**config.mk**
```make
export PLATFORM = sky130hd
export DESIGN_NAME = hazard_ctrl_unit
export DESIGN_NICKNAME = d
export VERILOG_FILES = /design/src/rtl/hazard_ctrl_unit_pkg.sv /design/src/rtl/hazard_ctrl_unit_ctrl_decode.sv /design/src/rtl/hazard_ctrl_unit.sv
export SDC_FILE = /design/constraint.sdc
export NUM_CORES = 1
export LEC_CHECK = 0
export BUFFER_PORTS_ARGS = -buffer_cell sky130_fd_sc_hd__buf_2
export CORE_ASPECT_RATIO = 0.8
export CORE_UTILIZATION = 45
export DETAILED_ROUTE_END_ITERATION = 8
export PLACE_DENSITY = 0.8
export SYNTH_ARGS = -nofsm -noshare
export SYNTH_HDL_FRONTEND = slang
export SYNTH_HIERARCHICAL = 1
export SYNTH_SLANG_ARGS = --single-unit
```
**constraint.sdc**
```tcl
create_clock -name i_clk -period 2 [get_ports i_clk]
set_input_delay 0.3 -clock i_clk [delete_from_list [all_inputs] [get_ports i_clk]]
set_output_delay 0.3 -clock i_clk [all_outputs]
set_load 0.02 [all_outputs]
```
**src/rtl/hazard_ctrl_unit_pkg.sv**
```systemverilog
// Shared constants for the RV32I pipeline hazard controller: opcodes,
// bubble encoding, hazard FSM state encoding and the decoded control flags.
package hazard_ctrl_unit_pkg;

  localparam logic [6:0] OPC_LOAD      = 7'b0000011;
  localparam logic [6:0] OPC_STORE     = 7'b0100011;
  localparam logic [6:0] OPC_ARITH     = 7'b0110011;
  localparam logic [6:0] OPC_ARITH_IMM = 7'b0010011;
  localparam logic [6:0] OPC_BRANCH    = 7'b1100011;
  localparam logic [6:0] OPC_JAL       = 7'b1101111;
  localparam logic [6:0] OPC_JALR      = 7'b1100111;
  localparam logic [6:0] OPC_ECALL     = 7'b1110011;

  localparam logic [6:0] BUBBLE_ALU_OP = 7'b0110111;

  localparam logic [1:0] ST_RUN   = 2'd0;
  localparam logic [1:0] ST_FLUSH = 2'd1;
  localparam logic [1:0] ST_DRAIN = 2'd2;
  localparam logic [1:0] ST_HALT  = 2'd3;

  typedef struct packed {
    logic mem_read;
    logic mem_to_reg;
    logic mem_write;
    logic alu_src;
    logic write_enable;
    logic is_ecall;
    logic branch;
    logic jal;
    logic jalr;
    logic pc_to_reg;
  } ctrl_flags_t;

  function automatic int max_int(input int a, input int b);
    return (a > b) ? a : b;
  endfunction

endpackage

```
**src/rtl/hazard_ctrl_unit_ctrl_decode.sv**
```systemverilog
// Combinational ID-stage opcode decode into ID/EX control flags and ALU class.
// Undefined opcodes decode to bubble controls.
module hazard_ctrl_unit_ctrl_decode
  import hazard_ctrl_unit_pkg::*;
#(
  parameter int ALU_OP_W = 7
) (
  input  logic [6:0]          i_opcode,
  output logic [9:0]          o_flags,
  output logic [ALU_OP_W-1:0] o_alu_op
);

  ctrl_flags_t w_flags;
  logic [6:0]  w_alu_op;

  always_comb begin
    w_flags  = '0;
    w_alu_op = i_opcode;
    case (i_opcode)
      OPC_LOAD: begin
        w_flags.mem_read     = 1'b1;
        w_flags.mem_to_reg   = 1'b1;
        w_flags.alu_src      = 1'b1;
        w_flags.write_enable = 1'b1;
      end
      OPC_STORE: begin
        w_flags.mem_write = 1'b1;
        w_flags.alu_src   = 1'b1;
      end
      OPC_ARITH:     w_flags.write_enable = 1'b1;
      OPC_ARITH_IMM: begin
        w_flags.alu_src      = 1'b1;
        w_flags.write_enable = 1'b1;
      end
      OPC_BRANCH:    w_flags.branch = 1'b1;
      OPC_JAL: begin
        w_flags.alu_src      = 1'b1;
        w_flags.write_enable = 1'b1;
        w_flags.jal          = 1'b1;
        w_flags.pc_to_reg    = 1'b1;
      end
      OPC_JALR: begin
        w_flags.alu_src      = 1'b1;
        w_flags.write_enable = 1'b1;
        w_flags.jalr         = 1'b1;
        w_flags.pc_to_reg    = 1'b1;
      end
      OPC_ECALL: begin
        w_flags.alu_src  = 1'b1;
        w_flags.is_ecall = 1'b1;
      end
      default:       w_alu_op = BUBBLE_ALU_OP;
    endcase
  end

  assign o_flags  = w_flags;
  assign o_alu_op = ALU_OP_W'(w_alu_op);

endmodule

```
**src/rtl/hazard_ctrl_unit.sv**
```systemverilog
// Pipeline control unit: ID decode plus load-use stall, mispredict flush and
// ECALL drain/halt sequencing for the 5-stage RV32I core.
module hazard_ctrl_unit
  import hazard_ctrl_unit_pkg::*;
#(
  parameter int REG_IDX_W   = 5,
  parameter int ALU_OP_W    = 7,
  parameter int FLUSH_DEPTH = 1,
  parameter int DRAIN_DEPTH = 3
) (
  input  logic                 i_clk,
  input  logic                 i_reset_n,
  input  logic [6:0]           i_id_opcode,
  input  logic [REG_IDX_W-1:0] i_id_rs1,
  input  logic [REG_IDX_W-1:0] i_id_rs2,
  input  logic                 i_id_use_rs1,
  input  logic                 i_id_use_rs2,
  input  logic                 i_idex_mem_read,
  input  logic [REG_IDX_W-1:0] i_idex_rd,
  input  logic                 i_ex_mispredict,
  input  logic                 i_halt_req,
  output logic                 o_pc_write,
  output logic                 o_ifid_write,
  output logic                 o_ifid_flush,
  output logic                 o_idex_bubble,
  output logic                 o_mem_read,
  output logic                 o_mem_to_reg,
  output logic                 o_mem_write,
  output logic                 o_alu_src,
  output logic                 o_write_enable,
  output logic                 o_is_ecall,
  output logic                 o_branch,
  output logic                 o_jal,
  output logic                 o_jalr,
  output logic                 o_pc_to_reg,
  output logic [ALU_OP_W-1:0]  o_alu_op,
  output logic                 o_halted
);

  localparam int CNT_W = $clog2(max_int(FLUSH_DEPTH, DRAIN_DEPTH) + 1);

  logic [1:0]          r_state;
  logic [CNT_W-1:0]    r_cnt;
  logic                r_halted;
  logic [1:0]          w_state_nxt;
  logic [CNT_W-1:0]    w_cnt_nxt;
  logic                w_pc_write;
  logic                w_ifid_write;
  logic                w_ifid_flush;
  logic                w_bubble;
  logic                w_bubble_out;
  logic                w_load_use;
  logic                w_ecall_halt;
  logic [9:0]          w_dec_flags;
  logic [ALU_OP_W-1:0] w_dec_alu_op;
  ctrl_flags_t         w_out_flags;

  hazard_ctrl_unit_ctrl_decode #(.ALU_OP_W(ALU_OP_W)) u_ctrl_decode (
    .i_opcode (i_id_opcode),
    .o_flags  (w_dec_flags),
    .o_alu_op (w_dec_alu_op)
  );

  // x0 never carries a real dependency, so rd==0 can not stall
  assign w_load_use = i_idex_mem_read && (i_idex_rd != '0) &&
                      ((i_id_use_rs1 && (i_id_rs1 == i_idex_rd)) ||
                       (i_id_use_rs2 && (i_id_rs2 == i_idex_rd)));
  assign w_ecall_halt = (i_id_opcode == OPC_ECALL) && i_halt_req;

  always_comb begin
    w_state_nxt  = r_state;
    w_cnt_nxt    = r_cnt;
    w_pc_write   = 1'b0;
    w_ifid_write = 1'b0;
    w_ifid_flush = 1'b0;
    w_bubble     = 1'b1;
    case (r_state)
      ST_RUN: begin
        if (i_ex_mispredict) begin
          w_pc_write   = 1'b1;
          w_ifid_write = 1'b1;
          w_ifid_flush = 1'b1;
          if (FLUSH_DEPTH > 1) begin
            w_state_nxt = ST_FLUSH;
            w_cnt_nxt   = CNT_W'(FLUSH_DEPTH - 1);
          end
        end else if (w_load_use) begin
          w_bubble = 1'b1;
        end else if (w_ecall_halt) begin
          w_bubble    = 1'b0;
          w_state_nxt = ST_DRAIN;
          w_cnt_nxt   = CNT_W'(DRAIN_DEPTH);
        end else begin
          w_pc_write   = 1'b1;
          w_ifid_write = 1'b1;
          w_bubble     = 1'b0;
        end
      end
      ST_FLUSH: begin
        w_pc_write   = 1'b1;
        w_ifid_write = 1'b1;
        w_ifid_flush = 1'b1;
        if (i_ex_mispredict) begin
          w_cnt_nxt = CNT_W'(FLUSH_DEPTH - 1);
        end else begin
          w_cnt_nxt = r_cnt - CNT_W'(1);
          if (r_cnt == CNT_W'(1)) w_state_nxt = ST_RUN;
        end
      end
      ST_DRAIN: begin
        w_cnt_nxt = r_cnt - CNT_W'(1);
        if (r_cnt == CNT_W'(1)) w_state_nxt = ST_HALT;
      end
      ST_HALT:  w_state_nxt = ST_HALT;
      default:  w_state_nxt = ST_RUN;
    endcase
  end

  always_ff @(posedge i_clk or negedge i_reset_n) begin
    if (!i_reset_n) begin
      r_state  <= ST_RUN;
      r_cnt    <= '0;
      r_halted <= 1'b0;
    end else begin
      r_state  <= w_state_nxt;
      r_cnt    <= w_cnt_nxt;
      r_halted <= r_halted | (r_state == ST_HALT);
    end
  end

  // Reset held low overrides the FSM outputs combinationally
  assign w_bubble_out  = ~i_reset_n | w_bubble;
  assign o_pc_write    = i_reset_n & w_pc_write;
  assign o_ifid_write  = i_reset_n & w_ifid_write;
  assign o_ifid_flush  = ~i_reset_n | w_ifid_flush;
  assign o_idex_bubble = w_bubble_out;
  assign o_halted      = r_halted;

  assign w_out_flags    = w_bubble_out ? ctrl_flags_t'('0) : ctrl_flags_t'(w_dec_flags);
  assign o_alu_op       = w_bubble_out ? ALU_OP_W'(BUBBLE_ALU_OP) : w_dec_alu_op;
  assign o_mem_read     = w_out_flags.mem_read;
  assign o_mem_to_reg   = w_out_flags.mem_to_reg;
  assign o_mem_write    = w_out_flags.mem_write;
  assign o_alu_src      = w_out_flags.alu_src;
  assign o_write_enable = w_out_flags.write_enable;
  assign o_is_ecall     = w_out_flags.is_ecall;
  assign o_branch       = w_out_flags.branch;
  assign o_jal          = w_out_flags.jal;
  assign o_jalr         = w_out_flags.jalr;
  assign o_pc_to_reg    = w_out_flags.pc_to_reg;

endmodule

```
## Word level (Yosys, flattened, before mapping)

Cells that the tools add are included.

- Add/sub/neg operators: 1
- Equality and inequality tests: 20
- Mux-type cells: 33
- Bitwise operators: 5
- Reductions and logical operators: 15

Operators by type and width:

| cell | count |
|---|---|
| 7-bit equality test (second input constant) | 4 |
| 2-bit two-way mux | 11 |
| 1-bit two-way mux | 15 |
| 7-bit by 6-bit equality test with 1-bit output (second input constant) | 2 |
| 7-bit two-way mux | 2 |
| 2-bit inequality test (second input constant) | 6 |
| 5-bit equality test | 2 |
| 10-bit two-way mux | 1 |
| 2-bit one-hot mux with 4 select lines | 1 |
| 8-bit OR reduction | 1 |
| 7-bit by 2-bit equality test with 1-bit output (second input constant) | 1 |
| 7-bit by 5-bit equality test with 1-bit output (second input constant) | 1 |
| 2-bit one-hot mux with 3 select lines | 1 |
| 6-bit AND reduction | 1 |
| 6-bit OR reduction | 1 |
| 1-bit logical AND | 5 |
| 5-bit nonzero test | 1 |
| 5-bit OR reduction | 1 |
| 2-bit by 1-bit equality test with 1-bit output (second input constant) | 2 |
| 2-bit equality test (second input constant) | 2 |
| 1-bit one-hot mux with 2 select lines | 2 |
| 4-bit AND reduction | 1 |
| 1-bit OR | 3 |
| 3-bit nonzero test | 1 |
| other kinds (6) | 6 |

- Register bits: 5
- Word-level logic and storage cells: 77

## Logic depth before layout (Yosys ltp)

Gate-level depths: netlist of run 1.

- Depth after elaboration: 9
- Depth in mapped cells: 8
- Mapped depth without buffers: 7

## Modules after synthesis

The synthesis of run 1 kept the hierarchy.

By module, submodules not included:

| module | times used | cells an instance | area an instance (µm²) |
|---|---|---|---|
| hazard_ctrl_unit | 1 | 101 | 810.8 |
| hazard_ctrl_unit_ctrl_decode | 1 | 33 | 176.4 |

## Worst setup path before layout of run 1

No wires, ideal clock.

- Kind: in2out
- From: input port i_idex_rd[3]
- To: output port o_pc_write
- Arrival: 1.743 ns
- Data required time: 1.700 ns
- Path slack: -0.043 ns
- Stages on the path: 6
- Buffers on the path: 1
- Cell sequence: xor2_1 -> nor4_1 -> a32o_2 -> a21oi_1 -> o311a_1 -> buf_4

- Longest elaborated chain between the ends: 8

Ends and longest elaborated chain:

| item | line | RTL |
|---|---|---|
| from (decl) | hazard_ctrl_unit.sv:19 | `input logic [REG_IDX_W-1:0] i_idex_rd,` |
| 5-bit equality test (on tied branches) | hazard_ctrl_unit.sv:66, hazard_ctrl_unit.sv:67 |  |
| 1-bit logical AND (on tied branches) | hazard_ctrl_unit.sv:66, hazard_ctrl_unit.sv:67 |  |
| 1-bit logical OR | hazard_ctrl_unit.sv:66 | `((i_id_use_rs1 && (i_id_rs1 == i_idex_rd)) \|\|` |
| 1-bit logical AND (*) | hazard_ctrl_unit.sv:65 | `assign w_load_use = i_idex_mem_read && (i_idex_rd != '0) &&` |
| 1-bit two-way mux (*) (2 in a row) | - |  |
| 1-bit one-hot mux with 2 select lines (*) | - |  |
| 1-bit AND (*) | - |  |
| to (decl) | hazard_ctrl_unit.sv:22 | `output logic o_pc_write,` |

Every way passes the cells marked *; elsewhere a longest branch is shown, timed or not.

## Worst setup path in the final report of run 1

- From: input port i_id_opcode[5]
- To: output port o_pc_write

- Longest elaborated chain between the ends: 7

Ends and longest elaborated chain:

| item | line | RTL |
|---|---|---|
| from (decl) | hazard_ctrl_unit.sv:13 | `input logic [6:0] i_id_opcode,` |
| 7-bit equality test | hazard_ctrl_unit.sv:68 | `assign w_ecall_halt = (i_id_opcode == OPC_ECALL) && i_halt_req;` |
| 1-bit logical AND | hazard_ctrl_unit.sv:68 |  |
| 1-bit two-way mux | hazard_ctrl_unit.sv:89 | `end else if (w_ecall_halt) begin` |
| 1-bit two-way mux | hazard_ctrl_unit.sv:87 | `end else if (w_load_use) begin` |
| 1-bit two-way mux | hazard_ctrl_unit.sv:79 | `if (i_ex_mispredict) begin` |
| 1-bit one-hot mux with 2 select lines | hazard_ctrl_unit.sv:77 | `case (r_state)` |
| 1-bit AND | hazard_ctrl_unit.sv:133 | `assign o_pc_write = i_reset_n & w_pc_write;` |

Every way passes these cells.

==> summary.md, run 1 <==
| Metric | Value |
|---|---|
| Synth Flop Type | `dfrtp_1` |
| H-tree Lvls | `1` |
| Final hold vios | `0` |
| Routed WL per cell | `17.0 um` |
| Largest net degree at the start of global routing | `18` |
| Number of enable flip-flop cells after synthesis | `0` |
| Post-synthesis sequential area ratio | `12.7%` |
| CTS Sinks | `5` |
| Worst-Margin Slew | `0.703 ns` |
| CP Capture Type | `output pin` |
| Final Wtd Congestion | `0.788` |
| CTS tree | `yes` |
| DRC violations left | `0` |
| DP Cell Count | `209` |
| ANT nets after route | `0` |
| Grt total ovfl | `0` |
| Die width | `54.4 um` |
| CTS clk-pin slew, worst paths | `0.05 ns` |
| Reg2Reg Setup Slack | `0.03 ns` |
| Syn Area/Cell | `7.37 um2` |
| Post-DP HPWL | `2.16 mm` |
| DRT Pass-1 Iters | `4` |
| Hold Crit Class | `in -> async` |
| Avg Vias per Cell | `5.75` |
| Fin cells | `228` |
| PwrDens | `779 nW/um2` |
| Crit Path Category | `in -> out` |
| Yosys warning count | `6` |
| Post-synthesis cell count | `134` |
| Die ar. | `2390 um2` |
| Crit path launch type | `primary input` |
| Share of cells above drive strength 1 | `52.0%` |
| Commonest non-fill, non-tap cell in the layout | `buf_2` |
| Clock Path Buffers | `2` |
| Failing checks | `setup timing` |
| Max Clk Rate | `466 MHz` |
| Synth Register Bits | `5` |
| Top Ports | `51` |
| Library cells used by synthesis | `42` |
| CORE AREA | `1980 um2` |
| Crit path DAT | `1.84 ns` |
| Ys async rst share | `100%` |
| Clock Skews | `0.00805 ns` |
| Antenna diode count | `0` |
| Rows | `14` |
| PortBufs | `48` |
| Fin worst setup slack | `-0.145 ns` |
| Max cap viols | `0` |
| Post-Route WL | `3.87 mm` |
| Worst VDD drop | `909 uV` |
| Initial antenna violation count | `0` |
| Post-place setup slack | `-0.165 ns` |
| Initial DRC count | `44` |
| Required time worst endpoint | `1.70 ns` |
| RR Endpoint | `r_state[1]` |
| Final nets | `241` |
| Slew headroom | `52.7%` |
| Setup violations, final | `20` |
| Leakage power | `0.804 nW` |
| Starting Density | `49.9%` |
| RSZ-0062 raised after global routing | `true` |
| RR Startpoint | `r_state[0]` |
| Critical path peak fanout | `7` |
| Worst-Skew Late Latency | `0.26 ns` |
| First-pass GRT wire length | `5.09 mm` |
| Utilization after layout | `83.5%` |
| Clock buffer count from CTS | `3` |
| Worst reg-to-reg path cell count | `7` |
| Area delta synth->final | `67.4%` |
| Syn Std Cell Area | `987 um2` |
| Vias in the first global route | `1213` |
| Status | `finished with violations` |
| Final period demand of the worst path | `2.14 ns` |
| Die Height | `43.9 um` |
| CTS root buf | `clkbuf_4` |
| Vias | `1311` |
| Final period utilization | `107%` |
| Global Route Usage Sum | `29.7%` |
| Most frequent cells in the layout | `buf_2, buf_6, buf_4` |
| Final Max Slew Viols | `0` |
-- critical path, stage by stage --
cell,delay (ns)
buf_2,0.15
nand4_1,0.15
nor4_1,0.62
a21oi_2,0.05
o311a_1,0.42
buf_6,0.15
-- final cells by class --
cell class	instances	area, um2
multi-input combinational	111	836
timing repair buffer	72	591
fill	127	327
sequential	5	125
inverter	12	45.0
tap	24	30.0
clock buffer	4	26.3
-- metal layers --
metal / up-vias / GRT usage, % / part of all wire, %
li1: 597 / - / -
met5: - / 0 / 0
met1: 623 / 30.3 / 36
met2: 73 / 57.1 / 54
met4: 0 / 11.8 / 4.2
met3: 18 / 5.96 / 6.3
-- cells in the mapped netlist, types with 3 or more instances --
cell type  number  area [um2]
nand2_1        14        52.6
and2_1         12        75.1
inv_1          12        45.0
nor2_1          8        30.0
xor2_1          8        70.1
ha_1            7        87.6
nand3_1         7        35.0
dfrtp_1         5         125
nand2b_1        5        31.3
o21ai_0         5        25.0
buf_4           4        30.0
a21oi_1         3        15.0
nor3_1          3        15.0
nor4_1          3        18.8
o311a_1         3        30.0
or2_2           3        18.8
xnor2_1         3        26.3
-- flip-flops by register name, summed over array words and instances, names as in the netlist --
signal / cells
o_halted: 1
r_state: 2
r_cnt: 2
-- timing repair --
item / 4_1_cts / 5_1_grt
endpoints found under the setup margin: 18 / 20
pin swaps: 6 / 4
hold buffers: 1 / 0
buffers inserted: 12 / 1
cloned: 0 / 1
endpoints found under the hold margin: 5 / 0
gates resized for setup: 42 / 24
-- how the worst max path moves through the flow --
| stage | slack (ns) | depth (start not counted) | end | start |
|---|---|---|---|---|
| finish | -0.14 | 6 | o_pc_write | i_id_opcode[5] |
| global route | -0.21 | 15 | r_state[1] | i_id_rs1[1] |
| CTS | -0.08 | 9 | o_mem_read | i_id_rs1[1] |
| detailed placement | -0.17 | 6 | o_jalr | i_idex_rd[1] |
| global placement | -0.09 | 6 | o_mem_read | i_idex_rd[1] |
| floorplan | -0.04 | 6 | o_pc_write | i_idex_rd[3] |
-- metrics by stage --
stage,power (W),TNS (ns),area [um2],hold WS (ns)
3_5_place_dp,0.000976,-2.20,1270,0.149
4_1_cts,0.00119,-0.974,1560,0.411
2_1_floorplan,0.000754,-0.0368,991,0.00441
6_report,0.00129,-1.97,1650,0.417
5_1_grt,0.00137,-2.76,1650,0.440
3_3_place_gp,0.000933,-1.29,1270,0.143
-- kinds of logic after synthesis --
group                    count (synthesis)  share of synthesized area, %
other                                    1                         0.380
XOR/XNOR                                11                          9.76
flip-flops                               5                          12.7
buffers and inverters                   19                          10.3
AND/OR/NAND/NOR                         64                          35.4
adder cells (fa/ha/maj)                  7                          8.87
AO/OA/AOI/OAI                           27                          22.7
-- where the power goes --
| part | switching, W | leakage [nW] | internal [W] | total (W) |
|---|---|---|---|---|
| registers | 0.0000345 | 0.0557 | 0.000149 | 0.000183 |
| clock network | 0.0000526 | 0.0150 | 0.0000762 | 0.000129 |
| logic | 0.000518 | 0.734 | 0.000458 | 0.000976 |
Note: power is estimated with default switching activity, not from simulation.
==> run 2, diff against run 1 <==
--- a/config.mk
+++ b/config.mk
@@ -7,9 +7,10 @@
 export LEC_CHECK = 0
 export BUFFER_PORTS_ARGS = -buffer_cell sky130_fd_sc_hd__buf_2
 export CORE_ASPECT_RATIO = 0.8
-export CORE_UTILIZATION = 45
+export CORE_UTILIZATION = 47
+export CTS_BUF_LIST = sky130_fd_sc_hd__clkbuf_8
 export DETAILED_ROUTE_END_ITERATION = 8
-export PLACE_DENSITY = 0.8
+export PLACE_DENSITY = 0.83
 export SYNTH_ARGS = -nofsm -noshare
 export SYNTH_HDL_FRONTEND = slang
 export SYNTH_HIERARCHICAL = 1
==> run 2 against run 1 <==
Compared with the run above: the flow still finishes with violations (setup timing); clock skew decreased by 0.0040 ns; non-clock buffer count increased by 2; global-route usage increased by 1.2 points; clock-buffer cell count decreased by 1; hold slack improved by 0.052 ns; design area increased by 3.3%; wire length increased by 32%; critical path type unchanged; largest cell class unchanged.
==> summary.md, run 2 (same netlist as run 1, synthesis figures left out) <==
| Metric | Value |
|---|---|
| Final nets | `243 (+0.83%)` |
| Final Wtd Congestion | `0.883 (+12%)` |
| Crit Path Category | `in -> out` |
| Worst-Margin Slew | `0.505 ns (-0.198 ns)` |
| Combinational share of power | `74.6% (-1.2 points)` |
| PortBufs | `48 (unchanged)` |
| Die Height | `43.0 um (-2.1%)` |
| Global Route Usage Sum | `30.9% (+1.2 points)` |
| H-tree Lvls | `1 (unchanged)` |
| Fin worst setup slack | `-0.183 ns (-0.0380 ns)` |
| Avg Vias per Cell | `6.52 (+13%)` |
| Post-DP Area | `1290 um2 (+1.8%)` |
| First-pass GRT wire length | `5.22 mm (+2.6%)` |
| Max Clk Rate | `458 MHz (-1.7%)` |
| Crit path launch type | `primary input` |
| CTS clk-pin slew, worst paths | `0.04 ns (about the same)` |
| Status | `finished with violations` |
| Critical-path cell list | `buf_2, xor2_1, nor4_2, a32o_2, buf_6, a21oi_4, buf_6, and2_1, buf_6` |
| PwrDens | `869 nW/um2 (+12%)` |
| Area delta synth->final | `72.9%` |
| Starting Density | `51.2% (+1.4 points)` |
| Critical path peak fanout | `5 (-2)` |
| Hold Crit Class | `reg -> reg` |
| ANT nets after route | `0 (unchanged)` |
| DRT Pass-1 Iters | `6 (+2)` |
| DRC violations left | `0 (unchanged)` |
| Setup TNS | `-2.67 ns (-0.699 ns)` |
| Post-Route WL | `5.11 mm (+32%)` |
| Worst VDD drop | `1120 uV (+24%)` |
| Net switching power | `0.000730 W (+21%)` |
| CTS Sinks | `5 (unchanged)` |
| Top Ports | `51 (unchanged)` |
| Max incr delay on CP | `0.31 ns (-0.31 ns)` |
| Max cap viols | `0 (unchanged)` |
| Slowest-stage cell, CP | `a32o_2` |
| Die ar. | `2290 um2 (-4.1%)` |
| Crit path DAT | `1.88 ns (+0.04 ns)` |
| Design area | `1710 um2 (+3.3%)` |
| WP buf/inv | `4 (+2)` |
| CTS root buf | `clkbuf_8` |
| Post-DP HPWL | `2.17 mm (+0.33%)` |
| Clock Path Buffers | `2 (unchanged)` |
| Die width | `53.2 um (-2.1%)` |
| Final Max Slew Viols | `0 (unchanged)` |
| Pint | `0.000754 W (+10%)` |
| Largest net degree at the start of global routing | `12 (-6)` |
| Switching part of the total | `49.2% (+2.2 points)` |
| Vias in the first global route | `1247 (+2.8%)` |
| Vias | `1499 (+14%)` |
| WHS | `0.469 ns (+0.0520 ns)` |
| CTS tree | `yes` |
| Antenna diode count | `0 (unchanged)` |
| CP Capture Type | `output pin` |
| Failing checks | `setup timing` |
| Share of cells above drive strength 1 | `52.4% (+0.47 points)` |
| Setup violations, final | `20 (unchanged)` |
| Worst-Skew Late Latency | `0.23 ns (-0.03 ns)` |
| RSZ-0062 raised after global routing | `true` |
| Post-place setup slack | `-0.139 ns (+0.0262 ns)` |
| Routed WL per cell | `22.2 um (+31%)` |
| Most frequent cells in the layout | `buf_2, buf_6, buf_4` |
| Filler cells | `86 (-32%)` |
| Grt total ovfl | `0 (unchanged)` |
| Required time worst endpoint | `1.70 ns (about the same)` |
| Utilization after layout | `88.6% (+5.1 points)` |
| Initial DRC count | `128 (+190%)` |
| Leakage power | `0.848 nW (+5.4%)` |
| Rows | `14 (unchanged)` |
| Clock buffer count from CTS | `3 (unchanged)` |
| Final period demand of the worst path | `2.18 ns (+0.0380 ns)` |
| Crit-path most repeated cell | `buf_6` |
| Crit path max-delay family | `buffers and inverters` |
| Slew headroom | `66.3% (+14 points)` |
| Final hold vios | `0 (unchanged)` |
| Reg2Reg Setup Slack | `-0.05 ns (-0.08 ns)` |
| Initial antenna violation count | `0 (unchanged)` |
| Commonest non-fill, non-tap cell in the layout | `buf_2` |
| Seq pwr share | `12.6% (-1.6 points)` |
| Clk pwr share | `12.7% (+2.7 points)` |
| Final period utilization | `109% (+1.9 points)` |
| Clock Skews | `0.00403 ns (-0.00401 ns)` |
| CORE AREA | `1930 um2 (-2.7%)` |
==> run 2: changes by cell type in the layout (fill, tap and decap cells not counted), moves of 3 or more <==
cell | before | now
nand2b_4 | 0 | 3
and2_1 | 0 | 6
clkbuf_8 | 0 | 3
nand2b_1 | 5 | 2
and2_4 | 12 | 6
clkbuf_4 | 3 | 0
==> run 2: worst register-to-register path, cell delays in order, from the launching register on <==
cell       delay, ns
dfrtp_1         0.36
inv_2           0.07
buf_4           0.16
ha_1            0.24
or2_2           0.34
o2bb2ai_1       0.24
nor3_1          0.29
o21ai_1         0.16
nand3_1         0.11
==> run 2: routing by layer <==
layer | up-vias | GRT usage (%) | part of all wire (%)
li1 | 610 | - | -
met1 | 656 | 33.8 | 34
met2 | 168 | 55.5 | 45
met3 | 65 | 9.68 | 12
met4 | 0 | 8.95 | 9.0
met5 | - | 0 | 0
==> run 2: worst paths after layout <==
| check | from | endpoint | cells past startpoint |
|---|---|---|---|
| worst max register to register | r_state[1] | r_state[1] | 8 |
| worst max-delay path | i_idex_rd[4] | o_jal | 9 |
| worst min register to register | o_halted | o_halted | 1 |
| worst min-delay path | o_halted | o_halted | 1 |
| min in group asynchronous | i_reset_n | r_state[1] | 2 |
| max in group asynchronous | i_reset_n | r_cnt[1] | 2 |
==> run 2: metrics by stage <==
stage               instances  power [W]
finish                    230    0.00148
floorplan                 135   0.000754
CTS                       228    0.00125
global route              230    0.00156
detailed placement        212    0.00101
global placement          212   0.000961
==> run 2: cell type report <==
cell class                      instances  area [um2]  share of cell area (%)
Tap cell                               24        30.0                    1.76
Timing Repair Buffer                   74         578                    33.9
Inverter                               12        45.0                    2.64
Clock inverter                          1        3.75                   0.220
Sequential cell                         5         125                    7.33
Multi-Input combinational cell        111         883                    51.8
Clock buffer                            3        41.3                    2.42
==> run 2: repair_timing <==
item,in CTS,in global routing
endpoints found under the hold margin,5,0
setup endpoints to repair,18,20
buffers inserted,11,1
resized for setup,39,30
hold buffers,1,0
cloned,0,1
pin swaps,6,4
==> run 2: power by group through the flow <==
stage	clock [W]	combinational [W]	sequential (W)
2_1_floorplan	0	0.000566	0.000188
3_5_place_dp	0	0.000831	0.000178
4_1_cts	0.000183	0.000887	0.000179
5_1_grt	0.000196	0.00118	0.000191
6_report	0.000189	0.00111	0.000187
3_3_place_gp	0	0.000786	0.000176
==> run 3, diff against run 2 <==
--- a/config.mk
+++ b/config.mk
@@ -5,9 +5,10 @@
 export SDC_FILE = /design/constraint.sdc
 export NUM_CORES = 1
 export LEC_CHECK = 0
+export ABC_AREA = 1
 export BUFFER_PORTS_ARGS = -buffer_cell sky130_fd_sc_hd__buf_2
 export CORE_ASPECT_RATIO = 0.8
-export CORE_UTILIZATION = 47
+export CORE_UTILIZATION = 48
 export CTS_BUF_LIST = sky130_fd_sc_hd__clkbuf_8
 export DETAILED_ROUTE_END_ITERATION = 8
 export PLACE_DENSITY = 0.83
==> run 3 against run 2 <==
Compared with the run above: wire length decreased by 55%; die area increased by 5.5%; non-clock buffer count decreased by 20; core utilization decreased by 18 points; flip-flop and latch count unchanged; the flow now finishes without violations; synthesized area increased by 8.0%; highest routed layer is now met3.
==> summary.md, run 3 <==
| Metric | Value |
|---|---|
| Antenna diode count | `0 (unchanged)` |
| Clock Skews | `0.000586 ns (-0.00345 ns)` |
| Post-synthesis sequential area ratio | `11.7% (-0.94 points)` |
| Final period demand of the worst path | `1.89 ns (-0.296 ns)` |
| Worst-Skew Late Latency | `0.22 ns (about the same)` |
| CTS clk-pin slew, worst paths | `0.03 ns (about the same)` |
| RR Endpoint | `r_state[0]` |
| Initial antenna violation count | `0 (unchanged)` |
| Routed WL per cell | `8.44 um (-62%)` |
| CTS root buf | `clkbuf_8` |
| Max cap viols | `0 (unchanged)` |
| Hold Crit Class | `reg -> reg` |
| Post-DP Area | `1290 um2 (-0.19%)` |
| Die width | `54.7 um (+2.7%)` |
| Final Max Slew Viols | `0 (unchanged)` |
| Fin worst setup slack | `0.114 ns (+0.296 ns)` |
| Avg Vias per Cell | `4.33 (-34%)` |
| Vias | `1168 (-22%)` |
| Synth Flop Type | `dfrtp_1` |
| Post-synthesis cell count | `193 (+44%)` |
| Ys async rst share | `100% (unchanged)` |
| Leakage power | `0.836 nW (-1.4%)` |
| Crit path DAT | `1.59 ns (-0.29 ns)` |
| First-pass GRT wire length | `3.77 mm (-28%)` |
| Max incr delay on CP | `0.41 ns (+0.10 ns)` |
| DRT Pass-1 Iters | `4 (-2)` |
| Area delta synth->final | `30.2%` |
| Hold path startpoint | `o_halted` |
| Syn Area/Cell | `5.52 um2 (-25%)` |
| Reg2Reg Setup Slack | `0.34 ns (+0.39 ns)` |
| Clock buffer count from CTS | `3 (unchanged)` |
| Yosys warning count | `6 (unchanged)` |
| Final Wtd Congestion | `0.831 (-6.0%)` |
| Critical path peak fanout | `11 (+6)` |
| Number of enable flip-flop cells after synthesis | `0 (unchanged)` |
| Crit Path Category | `reg -> out` |
| DP Cell Count | `261 (+23%)` |
| Post-DP HPWL | `1.90 mm (-12%)` |
| Initial DRC count | `20 (-84%)` |
| Final nets | `283 (+16%)` |
| Commonest non-fill, non-tap cell in the layout | `nand2_1` |
| Post-Route WL | `2.28 mm (-55%)` |
| Most frequent cells in the layout | `nand2_1, buf_2, inv_1` |
| Required time worst endpoint | `1.70 ns (about the same)` |
| Final period utilization | `94.3% (-15 points)` |
| Synth Register Bits | `5 (unchanged)` |
| WHS Endpoint | `o_halted` |
| Clock Path Buffers | `2 (unchanged)` |
| Setup violations, final | `0 (-100%)` |
| RSZ-0062 raised after global routing | `false` |
| Share of cells above drive strength 1 | `36.6% (-16 points)` |
| Worst reg-to-reg path cell count | `9 (+1)` |
| Worst VDD drop | `842 uV (-25%)` |
| Die ar. | `2410 um2 (+5.5%)` |
| Fin cells | `270 (+17%)` |
| H-tree Lvls | `1 (unchanged)` |
| Synth top area share | `18.0% (+5.3 points)` |
| Top-count cell post-synth | `nand2_1` |
| Die Height | `44.2 um (+2.7%)` |
| Post-place setup slack | `0.159 ns (+0.298 ns)` |
| PwrDens | `738 nW/um2 (-15%)` |
| Status | `finished, final reports clean` |
| Library cells used by synthesis | `24 (-43%)` |
| Crit-path most repeated cell | `nor2_2` |
| Syn Std Cell Area | `1070 um2 (+8.0%)` |
| CP Capture Type | `output pin` |
| DRC violations left | `0 (unchanged)` |
| Hold Path Stages | `1 (unchanged)` |
| Largest net degree at the start of global routing | `12 (unchanged)` |
| Max Clk Rate | `530 MHz (+16%)` |
| CTS tree | `yes` |
| Largest area contributor in the netlist | `nand2_1` |
| Starting Density | `53.9% (+2.6 points)` |
| Vias in the first global route | `962 (-23%)` |
| CORE AREA | `1980 um2 (+2.7%)` |
| Critical-path cell list | `inv_2, ha_1, nand2_1, nor2_2, nand2_4, buf_4, nor2_2, buf_2` |
| PortBufs | `48 (unchanged)` |
| Rows | `14 (unchanged)` |
| Grt total ovfl | `0 (unchanged)` |
| Design area | `1390 um2 (-19%)` |
| Final hold vios | `0 (unchanged)` |
| ANT nets after route | `0 (unchanged)` |
| RR Startpoint | `r_state[1]` |
| Top Ports | `51 (unchanged)` |
| CTS Sinks | `5 (unchanged)` |
| Synth area leaders | `nand2_1, inv_1, dfrtp_1` |
| Crit path launch type | `flop` |
| Global Route Usage Sum | `20.7% (-10 points)` |
| Most common library cells after synthesis | `nand2_1, inv_1, nor2_1` |
| Slowest-stage cell, CP | `dfrtp_1` |
| Setup TNS | `0 ns (+2.67 ns)` |
## run 3: worst max-delay path by stage
stage | start | slack (ns) | depth (start not counted) | end
floorplan | r_state[0] | 0.12 | 7 | o_pc_write
global placement | i_idex_rd[3] | 0.21 | 9 | o_alu_op[4]
CTS | r_state[0] | 0.02 | 8 | o_jalr
finish | r_state[1] | 0.11 | 8 | o_jalr
detailed placement | i_idex_rd[3] | 0.16 | 9 | o_alu_op[4]
global route | r_state[0] | 0.006 | 8 | o_mem_read
## run 3: cell type report
type	count	area, um2
fillers	207	592
clock inverters	1	3.75
clock buffers	3	41.3
multi-input cells	138	727
well taps	24	30.0
inverters	45	169
repair buffers	54	290
flip-flops and latches	5	126
## run 3: what timing repair did
item | CTS | global route
setup buffers | 4 | 0
pin swaps | 1 | 0
hold buffers | 1 | 0
endpoints found under the setup margin | 3 | 14
hold endpoints to repair | 5 | 0
gates resized for setup | 0 | 6
## run 3: critical path, delay by kind of cell (launching register included)
family                     cells  cell delay [ns]
adders and majority gates      1             0.16
buffers and inverters          3             0.43
DFF                            1             0.41
and+or+nand+nor                4             0.37
## run 3: through the flow
stage                     power [W]  util [%]  hold slack, ns
after CTS                   0.00101      69.6           0.463
final                       0.00102      70.1           0.464
after detailed placement   0.000806      65.3           0.134
after floorplan            0.000668         -         0.00441
after global placement     0.000796      65.3           0.135
after global routing        0.00115      70.1           0.476
## run 3: where the power goes
group,switching [W],internal (W),total (W)
sequential,0.0000386,0.000150,0.000188
combinational,0.000396,0.000262,0.000659
clock,0.0000457,0.000131,0.000177
## run 3: logic make-up (layout without fill, tap and decap cells)
logic type	after synthesis	in the layout	synth area share [%]
simple gates	115	115	51.8
compound gates	14	14	6.92
flops	5	5	11.7
buf+inv	51	103	21.0
other cells	1	2	0.352
fa+ha+maj	7	7	8.22
## run 3: per-layer routing
layer  GRT usage [%]  up-vias  routed length [um]  share of wire, %
met5               0        -                   0                 0
met4            7.69        0                   0                 0
met3            2.75        0                 120               5.3
met2            29.4       31                 933                41
met1            31.3      466                1230                54
li1                -      671                   -                 -
